`config.mk`:
```
export PLATFORM = sky130hd
export DESIGN_NAME = framebuffer_scanout_flat
export DESIGN_NICKNAME = d
export VERILOG_FILES = /design/src/rtl/gpu_video_pkg.sv /design/src/rtl/framebuffer_scanout_if.sv /design/src/rtl/sync_delay.sv /design/src/rtl/framebuffer_scanout.sv /design/src/flat_wrapper.sv
export SDC_FILE = /design/constraint.sdc
export NUM_CORES = 1
export LEC_CHECK = 0
export CORE_ASPECT_RATIO = 0.7
export CORE_MARGIN = 2
export CORE_UTILIZATION = 50
export CTS_CLUSTER_DIAMETER = 40
export CTS_CLUSTER_SIZE = 12
export DETAILED_ROUTE_END_ITERATION = 10
export DONT_BUFFER_PORTS = 1
export GPL_TIMING_DRIVEN = 0
export MAX_ROUTING_LAYER = met4
export PLACE_DENSITY = 0.75
export SYNTH_ARGS = -nofsm -noshare
export SYNTH_HDL_FRONTEND = slang
export SYNTH_SLANG_ARGS = --single-unit
```
`constraint.sdc`:
```
create_clock -name clk_pixel_in -period 4.9 [get_ports clk_pixel_in]
set_input_delay 0.245 -clock clk_pixel_in [delete_from_list [all_inputs] [get_ports clk_pixel_in]]
set_output_delay 0.245 -clock clk_pixel_in [all_outputs]
set_load 0.02 [all_outputs]
```
`src/rtl/gpu_video_pkg.sv`:
```
// Shared video/framebuffer geometry and the fixed-point to 8-bit grey conversion
// used by the scanout path.
package gpu_video_pkg;

    localparam int H_ACTIVE      = 1280;
    localparam int V_ACTIVE      = 720;
    localparam int SCALE_SHIFT   = 2;
    localparam int FB_WIDTH      = H_ACTIVE >> SCALE_SHIFT;
    localparam int FB_HEIGHT     = V_ACTIVE >> SCALE_SHIFT;
    localparam int FB_SIZE       = FB_WIDTH * FB_HEIGHT;
    localparam int WORD_WIDTH    = 16;
    localparam int FIXED_POINT   = 10;
    localparam int FB_ADDR_WIDTH = $clog2(2 * FB_SIZE);

    // Clamp to [0, 1.0) and keep the top 8 fractional bits.
    function automatic logic [7:0] fixed_to_u8(input logic signed [WORD_WIDTH-1:0] w);
        if (w < 0) begin
            return 8'd0;
        end
        if (int'(w) >= (1 << FIXED_POINT)) begin
            return 8'd255;
        end
        return w[FIXED_POINT-1 -: 8];
    endfunction

endpackage

```
`src/rtl/framebuffer_scanout_if.sv`:
```
// Framebuffer read port: address/enable out of the scanout, read data back in.
interface framebuffer_scanout_if
    import gpu_video_pkg::*;
();

    logic [FB_ADDR_WIDTH-1:0] fb_addr_out;
    logic                     fb_rd_en_out;
    logic [WORD_WIDTH-1:0]    fb_data_in;

    modport master (
        output fb_addr_out,
        output fb_rd_en_out,
        input  fb_data_in
    );

    modport slave (
        input  fb_addr_out,
        input  fb_rd_en_out,
        output fb_data_in
    );

endinterface

```
`src/rtl/sync_delay.sv`:
```
// Parameterized shift register with synchronous clear; keeps syncs aligned with
// pixel data coming back through the memory and convert stages.
module sync_delay #(
    parameter int WIDTH = 1,
    parameter int DEPTH = 4
) (
    input  logic             clk,
    input  logic             srst,
    input  logic [WIDTH-1:0] din,
    output logic [WIDTH-1:0] dout
);

    logic [WIDTH-1:0] stage_q [DEPTH];
    logic [WIDTH-1:0] stage_d [DEPTH];

    generate
        for (genvar gi = 0; gi < DEPTH; gi++) begin : g_stage
            if (gi == 0) begin : g_first
                assign stage_d[gi] = din;
            end else begin : g_next
                assign stage_d[gi] = stage_q[gi-1];
            end
        end
    endgenerate

    always_ff @(posedge clk) begin
        for (int i = 0; i < DEPTH; i++) begin
            if (srst) begin
                stage_q[i] <= '0;
            end else begin
                stage_q[i] <= stage_d[i];
            end
        end
    end

    assign dout = stage_q[DEPTH-1];

endmodule

```
`src/rtl/framebuffer_scanout.sv`:
```
// Pixel-domain scanout: maps raster position to framebuffer reads with 4x
// replication, converts words to grey, and owns front/back buffer swapping.
module framebuffer_scanout
    import gpu_video_pkg::*;
#(
    parameter int READ_LATENCY = 2
) (
    input  logic                     clk_pixel_in,
    input  logic                     rst_in,
    input  logic [10:0]              hcount_in,
    input  logic [9:0]               vcount_in,
    input  logic                     hs_in,
    input  logic                     vs_in,
    input  logic                     ad_in,
    input  logic                     nf_in,
    input  logic                     swap_req_in,
    framebuffer_scanout_if.master    fb,
    output logic [FB_ADDR_WIDTH-1:0] back_base_out,
    output logic                     swap_done_out,
    output logic [7:0]               red_out,
    output logic [7:0]               green_out,
    output logic [7:0]               blue_out,
    output logic                     hs_out,
    output logic                     vs_out,
    output logic                     ad_out
);

    localparam int LAT = READ_LATENCY + 2;

    typedef logic [FB_ADDR_WIDTH-1:0] addr_t;

    addr_t      fb_addr_q, fb_addr_d;
    addr_t      back_base_q, back_base_d;
    addr_t      front_base;
    logic       fb_rd_en_q, fb_rd_en_d;
    logic       buf_sel_q, buf_sel_d;
    logic       pend_q, pend_d;
    logic       swap_done_q, swap_done_d;
    logic [7:0] grey_q, grey_d;
    logic [2:0] sync_dly;

    always_comb begin
        front_base  = buf_sel_q ? addr_t'(FB_SIZE) : '0;
        fb_addr_d   = front_base
                    + addr_t'(vcount_in >> SCALE_SHIFT) * addr_t'(FB_WIDTH)
                    + addr_t'(hcount_in >> SCALE_SHIFT);
        fb_rd_en_d  = ad_in;
        grey_d      = fixed_to_u8(fb.fb_data_in);

        buf_sel_d   = buf_sel_q;
        pend_d      = pend_q;
        swap_done_d = 1'b0;
        // A request landing on the frame boundary itself still swaps this frame.
        if (nf_in && (pend_q || swap_req_in)) begin
            buf_sel_d   = ~buf_sel_q;
            pend_d      = 1'b0;
            swap_done_d = 1'b1;
        end else if (swap_req_in) begin
            pend_d = 1'b1;
        end
        back_base_d = buf_sel_d ? '0 : addr_t'(FB_SIZE);
    end

    always_ff @(posedge clk_pixel_in) begin
        if (rst_in) begin
            fb_addr_q   <= '0;
            fb_rd_en_q  <= 1'b0;
            grey_q      <= '0;
            buf_sel_q   <= 1'b0;
            pend_q      <= 1'b0;
            swap_done_q <= 1'b0;
            back_base_q <= addr_t'(FB_SIZE);
        end else begin
            fb_addr_q   <= fb_addr_d;
            fb_rd_en_q  <= fb_rd_en_d;
            grey_q      <= grey_d;
            buf_sel_q   <= buf_sel_d;
            pend_q      <= pend_d;
            swap_done_q <= swap_done_d;
            back_base_q <= back_base_d;
        end
    end

    sync_delay #(
        .WIDTH (3),
        .DEPTH (LAT)
    ) u_sync_delay (
        .clk  (clk_pixel_in),
        .srst (rst_in),
        .din  ({hs_in, vs_in, ad_in}),
        .dout (sync_dly)
    );

    assign fb.fb_addr_out  = fb_addr_q;
    assign fb.fb_rd_en_out = fb_rd_en_q;
    assign back_base_out   = back_base_q;
    assign swap_done_out   = swap_done_q;
    assign hs_out          = sync_dly[2];
    assign vs_out          = sync_dly[1];
    assign ad_out          = sync_dly[0];
    // Blank outside the delayed active area regardless of what memory returned.
    assign red_out         = sync_dly[0] ? grey_q : 8'd0;
    assign green_out       = sync_dly[0] ? grey_q : 8'd0;
    assign blue_out        = sync_dly[0] ? grey_q : 8'd0;

endmodule
```
`src/flat_wrapper.sv`:
```
// flat-port wrapper written by rule: the top's interface ports become plain ports
module framebuffer_scanout_flat import gpu_video_pkg::*;
#(
    parameter int READ_LATENCY = 2
)
  (clk_pixel_in, rst_in, hcount_in, vcount_in, hs_in, vs_in, ad_in, nf_in, swap_req_in, back_base_out, swap_done_out, red_out, green_out, blue_out, hs_out, vs_out, ad_out, fb_fb_addr_out, fb_fb_rd_en_out, fb_fb_data_in);
  framebuffer_scanout_if fb_i ();
  input  logic clk_pixel_in;
  input  logic rst_in;
  input  logic [10:0] hcount_in;
  input  logic [9:0] vcount_in;
  input  logic hs_in;
  input  logic vs_in;
  input  logic ad_in;
  input  logic nf_in;
  input  logic swap_req_in;
  output logic [FB_ADDR_WIDTH-1:0] back_base_out;
  output logic swap_done_out;
  output logic [7:0] red_out;
  output logic [7:0] green_out;
  output logic [7:0] blue_out;
  output logic hs_out;
  output logic vs_out;
  output logic ad_out;
  output wire logic [$bits(fb_i.fb_addr_out)-1:0] fb_fb_addr_out;
  output wire logic [$bits(fb_i.fb_rd_en_out)-1:0] fb_fb_rd_en_out;
  input wire logic [$bits(fb_i.fb_data_in)-1:0] fb_fb_data_in;
  assign fb_fb_addr_out = fb_i.fb_addr_out;
  assign fb_fb_rd_en_out = fb_i.fb_rd_en_out;
  assign fb_i.fb_data_in = fb_fb_data_in;
  framebuffer_scanout #(.READ_LATENCY(READ_LATENCY)) u_core (.clk_pixel_in(clk_pixel_in), .rst_in(rst_in), .hcount_in(hcount_in), .vcount_in(vcount_in), .hs_in(hs_in), .vs_in(vs_in), .ad_in(ad_in), .nf_in(nf_in), .swap_req_in(swap_req_in), .fb(fb_i), .back_base_out(back_base_out), .swap_done_out(swap_done_out), .red_out(red_out), .green_out(green_out), .blue_out(blue_out), .hs_out(hs_out), .vs_out(vs_out), .ad_out(ad_out));
endmodule
```
Word level (Yosys, flattened, before mapping). Memories as Yosys holds them, arrays and structs flattened. Cells that the tools add are included.

Register bits: 46. Bits in writable memories: 12. Bits of input ports: 44. Output and inout bits: 63. Memories kept: 1.

Memories: u_core.u_sync_delay.stage_q (depth 4, width 3, rd ports 4, clocked after memory_dff 0, write ports 4, RTL line sync_delay.sv:13) `logic [WIDTH-1:0] stage_q [DEPTH];`.

Add/sub/neg operators: 2. Multipliers: 1. Order comparisons: 2. Mux-type cells: 19. Bitwise operators: 5. Reductions and logical operators: 3.

Operator list (count): $mux W8 (5); $mux W16 (2); $add A17 B17 Y17 (1); $add A17 B9 Y17 (1); $ge A16 B12 Y1 const B (1); $lt A16 B1 Y1 const B (1); $mux W3 (4); $mul A8 B3 Y11 const B (1); $mux W1 (8); $or A1 B1 Y1 (4); $reduce_or A2 Y1 (1); $logic_and A1 B1 Y1 (1); $logic_or A1 B1 Y1 (1); $not A1 Y1 (1).

Logic depth before layout (Yosys ltp). Gate-level depths: netlist (run 1).

Depth in word-level cells: 5. Mapped depth: 16.

Modules after synthesis. Synthesis (run 1) repeated with hierarchy kept, for this count alone.

Cell total of the unflattened synthesis: 218. Area, all modules: 2169.6 µm².

By module, submodules not included: framebuffer_scanout (times used 1, cells an instance 193, area each 1803.0 µm², sequential area each 600.6 µm²); sync_delay (times used 1, cells an instance 25, area each 366.6 µm², sequential area each 240.2 µm²).

Worst setup path before layout (run 1). No wires, ideal clock.

Path type: input -> register. From: in vcount_in[3]. To: reg u_core.fb_addr_q[16] (netlist: u_core.fb.fb_addr_out[16]). Setup time: 114 ps. Arrival time: 2963 ps. Data required time: 4786 ps. Path slack: 1823 ps. Cell stages on the path: 16. Cells stage by stage: ha_1 -> ha_1 -> inv_1 -> fa_1 -> nor2b_1 -> o21ai_0 -> a21oi_1 -> o21a_1 -> nor2_1 -> xnor2_1 -> ha_1 -> ha_1 -> and3_1 -> a31oi_1 -> xor2_1 -> nor2_1.

Word-level cells in the longest chain between the ends: 3.

Ends and longest elaborated chain: start, declared (RTL line flat_wrapper.sv:11) `input logic [9:0] vcount_in;`; $mul A8 B3 Y11 (RTL line framebuffer_scanout.sv:45) `+ addr_t'(vcount_in >> SCALE_SHIFT) * addr_t'(FB_WIDTH)`; $add A17 B17 Y17 (RTL line framebuffer_scanout.sv:45); $add A17 B9 Y17 (RTL line framebuffer_scanout.sv:46) `+ addr_t'(hcount_in >> SCALE_SHIFT);`; end signal, assigned (RTL line framebuffer_scanout.sv:74) `fb_addr_q <= fb_addr_d;`; end, declared (RTL line framebuffer_scanout.sv:32) `addr_t fb_addr_q, fb_addr_d;`.

No other way between the ends. A chain may end at the register's enable or synchronous reset.

Worst setup path in the final report (run 1). Same ends and word-level chain as after synthesis.

==> impl_metrics.toml, run 1 <==
[run_status]
outcome = "finished, final reports clean"

[yosys]
synthArstFlopShare_pct = 0
yosysWarnings = 0
avgSynthCellArea_um2 = 9.62
synth_edf_count = 0
ys_dominant_reg_cell = "dfxtp_1"
synth_most_common_cell = "dfxtp_1"
ys_ff_latch = 41
ys_seq_area_share_pct = 37.9
yosys-top-cells-count = "41 x dfxtp_1, 32 x buf_4, 22 x ha_1, 22 x nor2b_1, 18 x nor2_1"
synthTopCellsByArea = "dfxtp_1 38%, ha_1 13%, buf_4 11%"
postSynthCellCount = 225
yosys.area.top_type = "dfxtp_1"
netlist_area_um2 = 2160
synth_top_area_share_pct = 37.9
ys_types = 32

[timing]
period_needed_ps = 3020
clock_skew_ps = 3.07
fmax_mhz = 331
fin_tns_setup_ps = 0
fin_crit_sh_pct = 61.6
slew_viol_final = 0
setup_viol = 0
rsz0062_at_grt = "false"
hold_viol = 0

[final_layout]
syn2layout_area_growth_pct = 9.25
nNetsFinal = 313
final_util_pct = 58.5
diodes = 0
drive_gt1_share_pct = 18.9

[critical_path]
rrSetupSlack_ps = 2380
crit_fanout = 5
crit_arrival_ps = 3200
end_kind = "flip-flop"
critPathLaunchType = "input port"
crit_type = "input port to flip-flop"
crit_required_ps = 5080

[clock_tree]
post_cts_buffers = 0
path_clk_slew_ps = 70
clk_path_buf_depth = 2
clock_latency_ps = 280
cts-root-buf = "clkbuf_8"
clock_sinks = 41
h-tree-depth = 2
cts_tree = "yes"
cts.repair.resized = 0
cts_inserted_buffers = 5
hold_buffers = 0

[grt]
grt_pass1_vias = 1215
grt_max_degree = 13
grt_usage_pct = 15.7
grt_pass1_wl_um = 5490
gr-total-overflow = 0
antenna_found_initial = 0

[floorplan]
die_h_um = 59.1
core_area_um2 = 4040
initial_core_util_pct = 53.6
die_area_um2 = 4880
chipWidth_um = 82.6
row_count = 19
ios = 107

[power]
internal_power_mw = 0.560
pwr_density_cell_nw_per_um2 = 344
p_sw_share_pct = 31.1
power.leakage_nw = 1.12
p_clk_share_pct = 26.9
p_switching_mw = 0.253
power_frac_comb_pct = 23.2
seq_power_share_pct = 49.9
vdd_drop_max_uv = 145

[detailed_routing]
first_pass_iters = 4
vias_per_cell = 4.74
drt_wl_total_um = 3720
ant_nets = 0
drc = 0
wl_per_cell_um = 12.6
first_iter_violations = 9
vias = 1403

[placed_design]
place_hpwl_um = 3110
port_buffers = 0
globalplace.congestion = 0.797

[job]
cap_violations = 0

[min_path]
hold_path_class = "input port to flip-flop"
worst max-delay path, cell delays in order:
cell and delay (ps):
ha_1 260, ha_1 190, inv_1 70, fa_1 480, nor2b_1 140, o21ai_0 100
a21oi_1 240, o21a_1 140, nor2_1 40, xnor2_1 120, ha_1 280, ha_1 340
and3_1 180, a31oi_1 180, xor2_1 160, nor2_1 50
cells in the final DEF (no fill, tap or decap), types with 2 or more instances in the layout:
cell      count
a21o_2        2
nor2b_1      22
conb_1       13
xnor2_1       6
nor2_1       18
and3_1        3
a21o_1        3
nand2_1       7
clkbuf_8      6
a21oi_1       5
o21ai_0       5
ha_1         22
xor2_1        5
o21a_1        9
clkbuf_1      2
dfxtp_1      41
fa_1          3
buf_4        32
nor3_1        6
inv_1        12
and2_1        8
nor3b_1       2
through the flow:
stage	instances	instance area [µm²]	power, mW	hold WS [ps]	worst slack [ps]
after CTS	296	2360	0.821	14.4	1880
after floorplan	237	2210	0.569	317	1820
after detailed placement	289	2270	0.602	320	1590
final	296	2360	0.813	22.4	1880
after global placement	289	2270	0.599	318	1600
after global routing	296	2360	0.865	2.22	1640
power by group through the flow:
stage          clock network (mW)  logic, mW  registers, mW
4_1_cts                     0.226      0.189          0.407
6_report                    0.219      0.188          0.406
3_3_place_gp                    0      0.184          0.415
5_1_grt                     0.243      0.213          0.409
3_5_place_dp                    0      0.187          0.415
2_1_floorplan                   0      0.160          0.409
per-layer routing:
metal,up-vias,part of all wire (%),track usage (%)
met2,70,44,23.8
met5,-,0,-
met3,2,11,5.34
met4,0,0.38,4.92
li1,732,-,-
met1,599,44,19.8
final timing paths:
kind | from | end | cells after the start
worst max-delay path | vcount_in[3] | u_core.fb.fb_addr_out[16]$_SDFF_PP0_ | 16
worst min-delay path | rst_in | u_core.u_sync_delay.stage_q[1][5]$_SDFF_PP0_ | 1
worst max register to register | u_core.buf_sel_q$_SDFF_PP0_ | u_core.fb.fb_addr_out[16]$_SDFF_PP0_ | 10
worst min register to register | u_core.u_sync_delay.stage_q[1][2]$_SDFF_PP0_ | u_core.u_sync_delay.stage_q[1][5]$_SDFF_PP0_ | 1
layout make-up:
cell class,count,area (µm²)
well taps,52,65.1
multi-input cells,149,1080
fillers,365,1680
flip-flops and latches,41,821
clock inverters,1,7.51
plain buffers,35,259
inverters,12,45.0
clock buffers,6,82.6
sequential cells by signal, summed over array words and instances (netlist names):
register and cells:
u_core.back_base_out 1, u_core.buf_sel_q 1, u_core.fb.fb_addr_out 17, u_core.grey_q 8, u_core.pend_q 1, u_core.swap_done_out 1
u_core.u_sync_delay.stage_q 12
cell families (layout without fill, tap and decap cells):
logic type                 count (synthesis)  after routing  synth area share (%)
buffers and inverters                     47             54                  14.0
DFF                                       41             41                  37.9
adders and majority gates                 25             25                  15.5
other                                      1             13                 0.173
and+or+nand+nor                           70             70                  17.3
xor gates and xnor gates                  12             12                  5.20
AOI/OAI and AO/OA                         29             29                  9.83
No activity file was read; power rests on OpenSTA's default activity.
==> inputs of run 2 (changes only) <==
--- a/config.mk
+++ b/config.mk
@@ -14,7 +14,7 @@
 export DONT_BUFFER_PORTS = 1
 export GPL_TIMING_DRIVEN = 0
 export MAX_ROUTING_LAYER = met4
-export PLACE_DENSITY = 0.75
+export PLACE_DENSITY = 0.78
 export SYNTH_ARGS = -nofsm -noshare
 export SYNTH_HDL_FRONTEND = slang
 export SYNTH_SLANG_ARGS = --single-unit
==> constraint.sdc (replaced) <==
create_clock -name clk_pixel_in -period 2.7 [get_ports clk_pixel_in]
set_input_delay 0.135 -clock clk_pixel_in [delete_from_list [all_inputs] [get_ports clk_pixel_in]]
set_output_delay 0.135 -clock clk_pixel_in [all_outputs]
set_load 0.02 [all_outputs]
==> run 2 against run 1 <==
Clock skew is 4.7 ps higher. Sequential cell count stayed put. Combinational power is 110% higher. First-iteration DRC count grew to 4.0 times the previous value. Routed wire length is 13% higher. Design area is 11% higher. Non-clock buffer count is 20 higher. Total power is 89% higher. Sequential share of layout area is 3.5 points lower. Clock-buffer cell count is 1 lower. Via count is 7.6% higher. Critical path type unchanged. Critical endpoint unchanged.
==> impl_metrics.toml, run 2 (synthesis results as in run 1) <==
[critical_path]
crit_type = "input port to flip-flop"
end_kind = "flip-flop"
rrSetupSlack_ps = 240
ff2ff_path_depth = 9
crit_required_ps = 2880
crit_fanout = 7
rr_startpoint = "u_core.buf_sel_q$_SDFF_PP0_"
crit_start = "vcount_in[6]"
reg2reg_to = "u_core.fb.fb_addr_out[15]$_SDFF_PP0_"
crit_arrival_ps = 2710
critPathLaunchType = "input port"

[clock_tree]
cts_tree = "yes"
cts_inserted_buffers = 5
clk_path_buf_depth = 2
h-tree-depth = 2
clock_latency_ps = 290
cts-root-buf = "clkbuf_8"
path_clk_slew_ps = 80
clock_sinks = 41

[final_layout]
final_cell_mix = "41 x dfxtp_1, 33 x buf_4, 22 x nor2b_1"
largest_reg_flops = 17
drive_gt1_share_pct = 21.5
stdcell_area_um2 = 2630
final_common_cell = "dfxtp_1"
syn2layout_area_growth_pct = 21.7
diodes = 0
nNetsFinal = 333
final_util_pct = 65.2

[grt]
grt_pass1_vias = 1398
grt_max_degree = 16
gr-total-overflow = 0
antenna_found_initial = 0
grt_pass1_wl_um = 6370
grt_usage_pct = 18.1

[detailed_routing]
first_pass_iters = 4
first_iter_violations = 36
vias = 1510
wl_per_cell_um = 13.3
ant_nets = 0
drt_wl_total_um = 4210
vias_per_cell = 4.76
drc = 0

[min_path]
min_path_cells = 2
hold-path-endpoint = "u_core.pend_q$_SDFFE_PP0P_"
hold_path_class = "input port to flip-flop"
holdCritStartpoint = "swap_req_in"

[timing]
clock_skew_ps = 7.77
whs_ps = 43.1
slew_viol_final = 0
tightest_slew_ps = 507
fin_crit_sh_pct = 93.6
postLayoutSetupSlackWorst_ps = 173
period_needed_ps = 2530
setup_viol = 0
max-slew-margin-rel_pct = 66.2
fmax_mhz = 396
rsz0062_at_grt = "false"
hold_viol = 0

[power]
power.leakage_nw = 1.21
total_power_mw = 1.54
pwr_density_cell_nw_per_um2 = 583
vdd_drop_max_uv = 391

[floorplan]
ios = 107
die_area_um2 = 4880
initial_core_util_pct = 53.6
die_h_um = 59.1
row_count = 19
core_area_um2 = 4040
chipWidth_um = 82.6

[placed_design]
dp_slack_ps = -220
place_area_um2 = 2310
place_hpwl_um = 3180
port_buffers = 0
globalplace.congestion = 0.752

[job]
cap_violations = 0

[run_status]
outcome = "finished, final reports clean"
[run 2: changes by cell type in the layout (fill, tap and decap cells not counted), moves of 2 or more]
cell | previous run | this run
ha_4 | 0 | 3
dlygate4sd3_1 | 0 | 19
a21oi_1 | 5 | 3
ha_1 | 22 | 18
a21oi_2 | 0 | 2
[run 2: area by class of cell]
class	instances	area (µm²)
flip-flops and latches	41	821
fillers	345	1410
well taps	52	65.1
inverters	12	45.0
multi-input cells	149	1150
clock buffers	5	68.8
repair buffers	20	198
plain buffers	35	259
clock inverters	3	25.0
[run 2: how the worst max path moves through the flow]
stage	endpoint	slack, ps	depth (start not counted)
after floorplan	u_core.fb.fb_addr_out[16]$_SDFF_PP0_	-70	16
after CTS	u_core.fb.fb_addr_out[16]$_SDFF_PP0_	70	16
final	u_core.fb.fb_addr_out[16]$_SDFF_PP0_	170	11
after global placement	u_core.fb.fb_addr_out[16]$_SDFF_PP0_	-230	16
after detailed placement	u_core.fb.fb_addr_out[16]$_SDFF_PP0_	-220	16
after global routing	u_core.fb.fb_addr_out[16]$_SDFF_PP0_	60	14
[run 2: per-stage QoR]
step	cells	TNS (ps)
global route	317	0
finish	317	0
CTS	316	0
floorplan	237	-66.4
global placement	289	-227
detailed placement	289	-257
[run 2: what timing repair did]
action,4_1_cts,5_1_grt
hold buffers,19,0
resized for setup,0,5
buffers inserted,0,1
setup endpoints to repair,0,1
endpoints found under the hold margin,20,0
[run 2: power by group]
| part | leakage (nW) | switching (mW) | internal (mW) |
|---|---|---|---|
| Sequential | 0.340 | 0.0761 | 0.660 |
| Combinational | 0.823 | 0.204 | 0.188 |
| Clock | 0.0447 | 0.220 | 0.186 |
| Total | 1.21 | 0.500 | 1.04 |
[run 2: critical path: stages]
cell,delay (ps)
ha_1,280
ha_1,380
a21o_1,230
a221oi_4,360
xnor2_1,170
ha_1,250
ha_1,350
and3_1,210
a31oi_2,140
xor2_1,150
nor2_1,60
[run 2: routing by layer]
layer	vias to the layer above	GRT usage [%]	wire, µm
li1	771	-	-
met5	-	-	0
met3	2	5.34	330
met1	674	23.8	1900
met4	0	3.51	13
met2	63	28.0	1970
==> inputs of run 3 (changes only) <==
--- a/config.mk
+++ b/config.mk
@@ -5,16 +5,16 @@
 export SDC_FILE = /design/constraint.sdc
 export NUM_CORES = 1
 export LEC_CHECK = 0
-export CORE_ASPECT_RATIO = 0.7
+export CORE_ASPECT_RATIO = 1.4
 export CORE_MARGIN = 2
-export CORE_UTILIZATION = 50
+export CORE_UTILIZATION = 55
 export CTS_CLUSTER_DIAMETER = 40
 export CTS_CLUSTER_SIZE = 12
 export DETAILED_ROUTE_END_ITERATION = 10
 export DONT_BUFFER_PORTS = 1
 export GPL_TIMING_DRIVEN = 0
 export MAX_ROUTING_LAYER = met4
-export PLACE_DENSITY = 0.78
+export PLACE_DENSITY = 0.83
 export SYNTH_ARGS = -nofsm -noshare
 export SYNTH_HDL_FRONTEND = slang
 export SYNTH_SLANG_ARGS = --single-unit
==> run 3 against run 2 <==
Sequential power about the same. Final cell count is 2.5% lower. Utilization up 3.5 points. Sequential share of layout area down 0.12 points. Clock power grew 18%. First-iteration DRC count down 50%. Die area is 8.6% lower. Design area is 0.38% higher. Hold slack got worse by 19 ps. Critical endpoint unchanged. Highest routed layer unchanged.
==> impl_metrics.toml, run 3 (synthesis results as in run 1) <==
[min_path]
holdCritStartpoint = "hcount_in[4]"
hold-path-endpoint = "u_core.fb.fb_addr_out[2]$_SDFF_PP0_"
hold_path_class = "input port to flip-flop"
min_path_cells = 1

[floorplan]
die_area_um2 = 4460
core_area_um2 = 3850
initial_core_util_pct = 56.2
chipWidth_um = 57.0
die_h_um = 78.2
row_count = 27
ios = 107

[clock_tree]
path_clk_slew_ps = 80
clock_latency_ps = 280
clk_path_buf_depth = 2
h-tree-depth = 2
clock_sinks = 41
cts_tree = "yes"
cts_inserted_buffers = 5
cts-root-buf = "clkbuf_8"

[power]
power.leakage_nw = 1.22
pwr_density_cell_nw_per_um2 = 609
p_switching_mw = 0.481
p_sw_share_pct = 29.9
internal_power_mw = 1.13
seq_power_share_pct = 45.9
vdd_drop_max_uv = 458
p_clk_share_pct = 29.8
power_frac_comb_pct = 24.4

[critical_path]
reg2reg_to = "u_core.fb.fb_addr_out[12]$_SDFF_PP0_"
rr_startpoint = "u_core.buf_sel_q$_SDFF_PP0_"
crit_arrival_ps = 2740
end_kind = "flip-flop"
crit_required_ps = 2880
crit_fanout = 4
ff2ff_path_depth = 10
crit_type = "input port to flip-flop"
rrSetupSlack_ps = 270
critPathLaunchType = "input port"

[placed_design]
globalplace.congestion = 0.739
port_buffers = 0
place_area_um2 = 2300
place_hpwl_um = 3310

[detailed_routing]
first_iter_violations = 18
drt_wl_total_um = 4420
vias_per_cell = 5.00
ant_nets = 0
vias = 1544
first_pass_iters = 4
drc = 0
wl_per_cell_um = 14.3

[grt]
grt_max_degree = 14
gr-total-overflow = 0
antenna_found_initial = 0
grt_pass1_vias = 1557
grt_pass1_wl_um = 7000
grt_usage_pct = 20.8

[timing]
period_needed_ps = 2560
fin_crit_sh_pct = 94.7
whs_ps = 24.4
slew_viol_final = 0
clock_skew_ps = 6.42
hold_viol = 0
fmax_mhz = 391
setup_viol = 0

[job]
cap_violations = 0

[final_layout]
final_common_cell = "dfxtp_1"
final_cell_mix = "41 x dfxtp_1, 34 x buf_4, 22 x nor2b_1"
drive_gt1_share_pct = 21.1
final_util_pct = 68.6
n_fill_cell = 304
diodes = 0
stdcell_area_um2 = 2640
nNetsFinal = 334
largest_reg_flops = 17
syn2layout_area_growth_pct = 22.1

[run_status]
outcome = "finished, final reports clean"
==> run 3: critical path, cell delays in order <==
cell and delay [ps]:
ha_4 250, ha_4 130, inv_2 30, fa_2 360
nor2b_1 120, o21ai_1 80, a21oi_1 200, o21a_1 130
nor2_1 50, xnor2_1 120, ha_1 320, ha_4 240
a21o_1 180, a31oi_2 180, xor2_1 160, nor2_1 60
==> run 3: worst max path at each step <==
stage | from | to | slack, ps
final | vcount_in[5] | u_core.fb.fb_addr_out[16]$_SDFF_PP0_ | 140
after global routing | vcount_in[5] | u_core.fb.fb_addr_out[16]$_SDFF_PP0_ | -0.002
after CTS | vcount_in[5] | u_core.fb.fb_addr_out[16]$_SDFF_PP0_ | 20
after detailed placement | vcount_in[5] | u_core.fb.fb_addr_out[16]$_SDFF_PP0_ | -250
after global placement | vcount_in[5] | u_core.fb.fb_addr_out[16]$_SDFF_PP0_ | -260
after floorplan | vcount_in[5] | u_core.fb.fb_addr_out[16]$_SDFF_PP0_ | -70
==> run 3: timing repair <==
action	CTS	global route
buffers inserted	0	2
setup endpoints to repair	0	1
gates resized for setup	0	4
endpoints found under the hold margin	17	3
hold buffers	16	3
==> run 3: stage by stage <==
stage | power [mW] | setup slack [ps] | std cells | TNS (ps)
5_1_grt | 1.71 | -0.00200 | 309 | -0.00200
2_1_floorplan | 1.05 | -66.4 | 237 | -66.4
6_report | 1.61 | 142 | 309 | 0
4_1_cts | 1.60 | 22.4 | 304 | 0
3_5_place_dp | 1.11 | -249 | 280 | -273
3_3_place_gp | 1.09 | -256 | 280 | -256
==> run 3: layout make-up <==
type	instances	area [µm²]	share of cell area, %
flip-flops and latches	41	821	31.0
multi-input cells	149	1150	43.4
inverters	12	45.0	1.70
repair buffers	21	205	7.76
clock buffers	6	72.6	2.74
well taps	43	53.8	2.04
plain buffers	35	259	9.80
clock inverters	2	38.8	1.47
==> run 3: routing by layer <==
layer  wire length (µm)  vias up  GRT usage, %  share of wire, %
li1                   -      774             -                 -
met1               1520      688          20.4                34
met2               2390       76          38.5                54
met3                436        6          5.93               9.9
met4                 64        0          6.98               1.4
met5                  0        -             -                 0
==> run 3: power groups by stage <==
stage	combinational [mW]	sequential, mW	clock, mW
4_1_cts	0.374	0.739	0.492
3_3_place_gp	0.342	0.752	0
3_5_place_dp	0.353	0.753	0
2_1_floorplan	0.303	0.743	0
6_report	0.392	0.738	0.479
5_1_grt	0.443	0.743	0.526
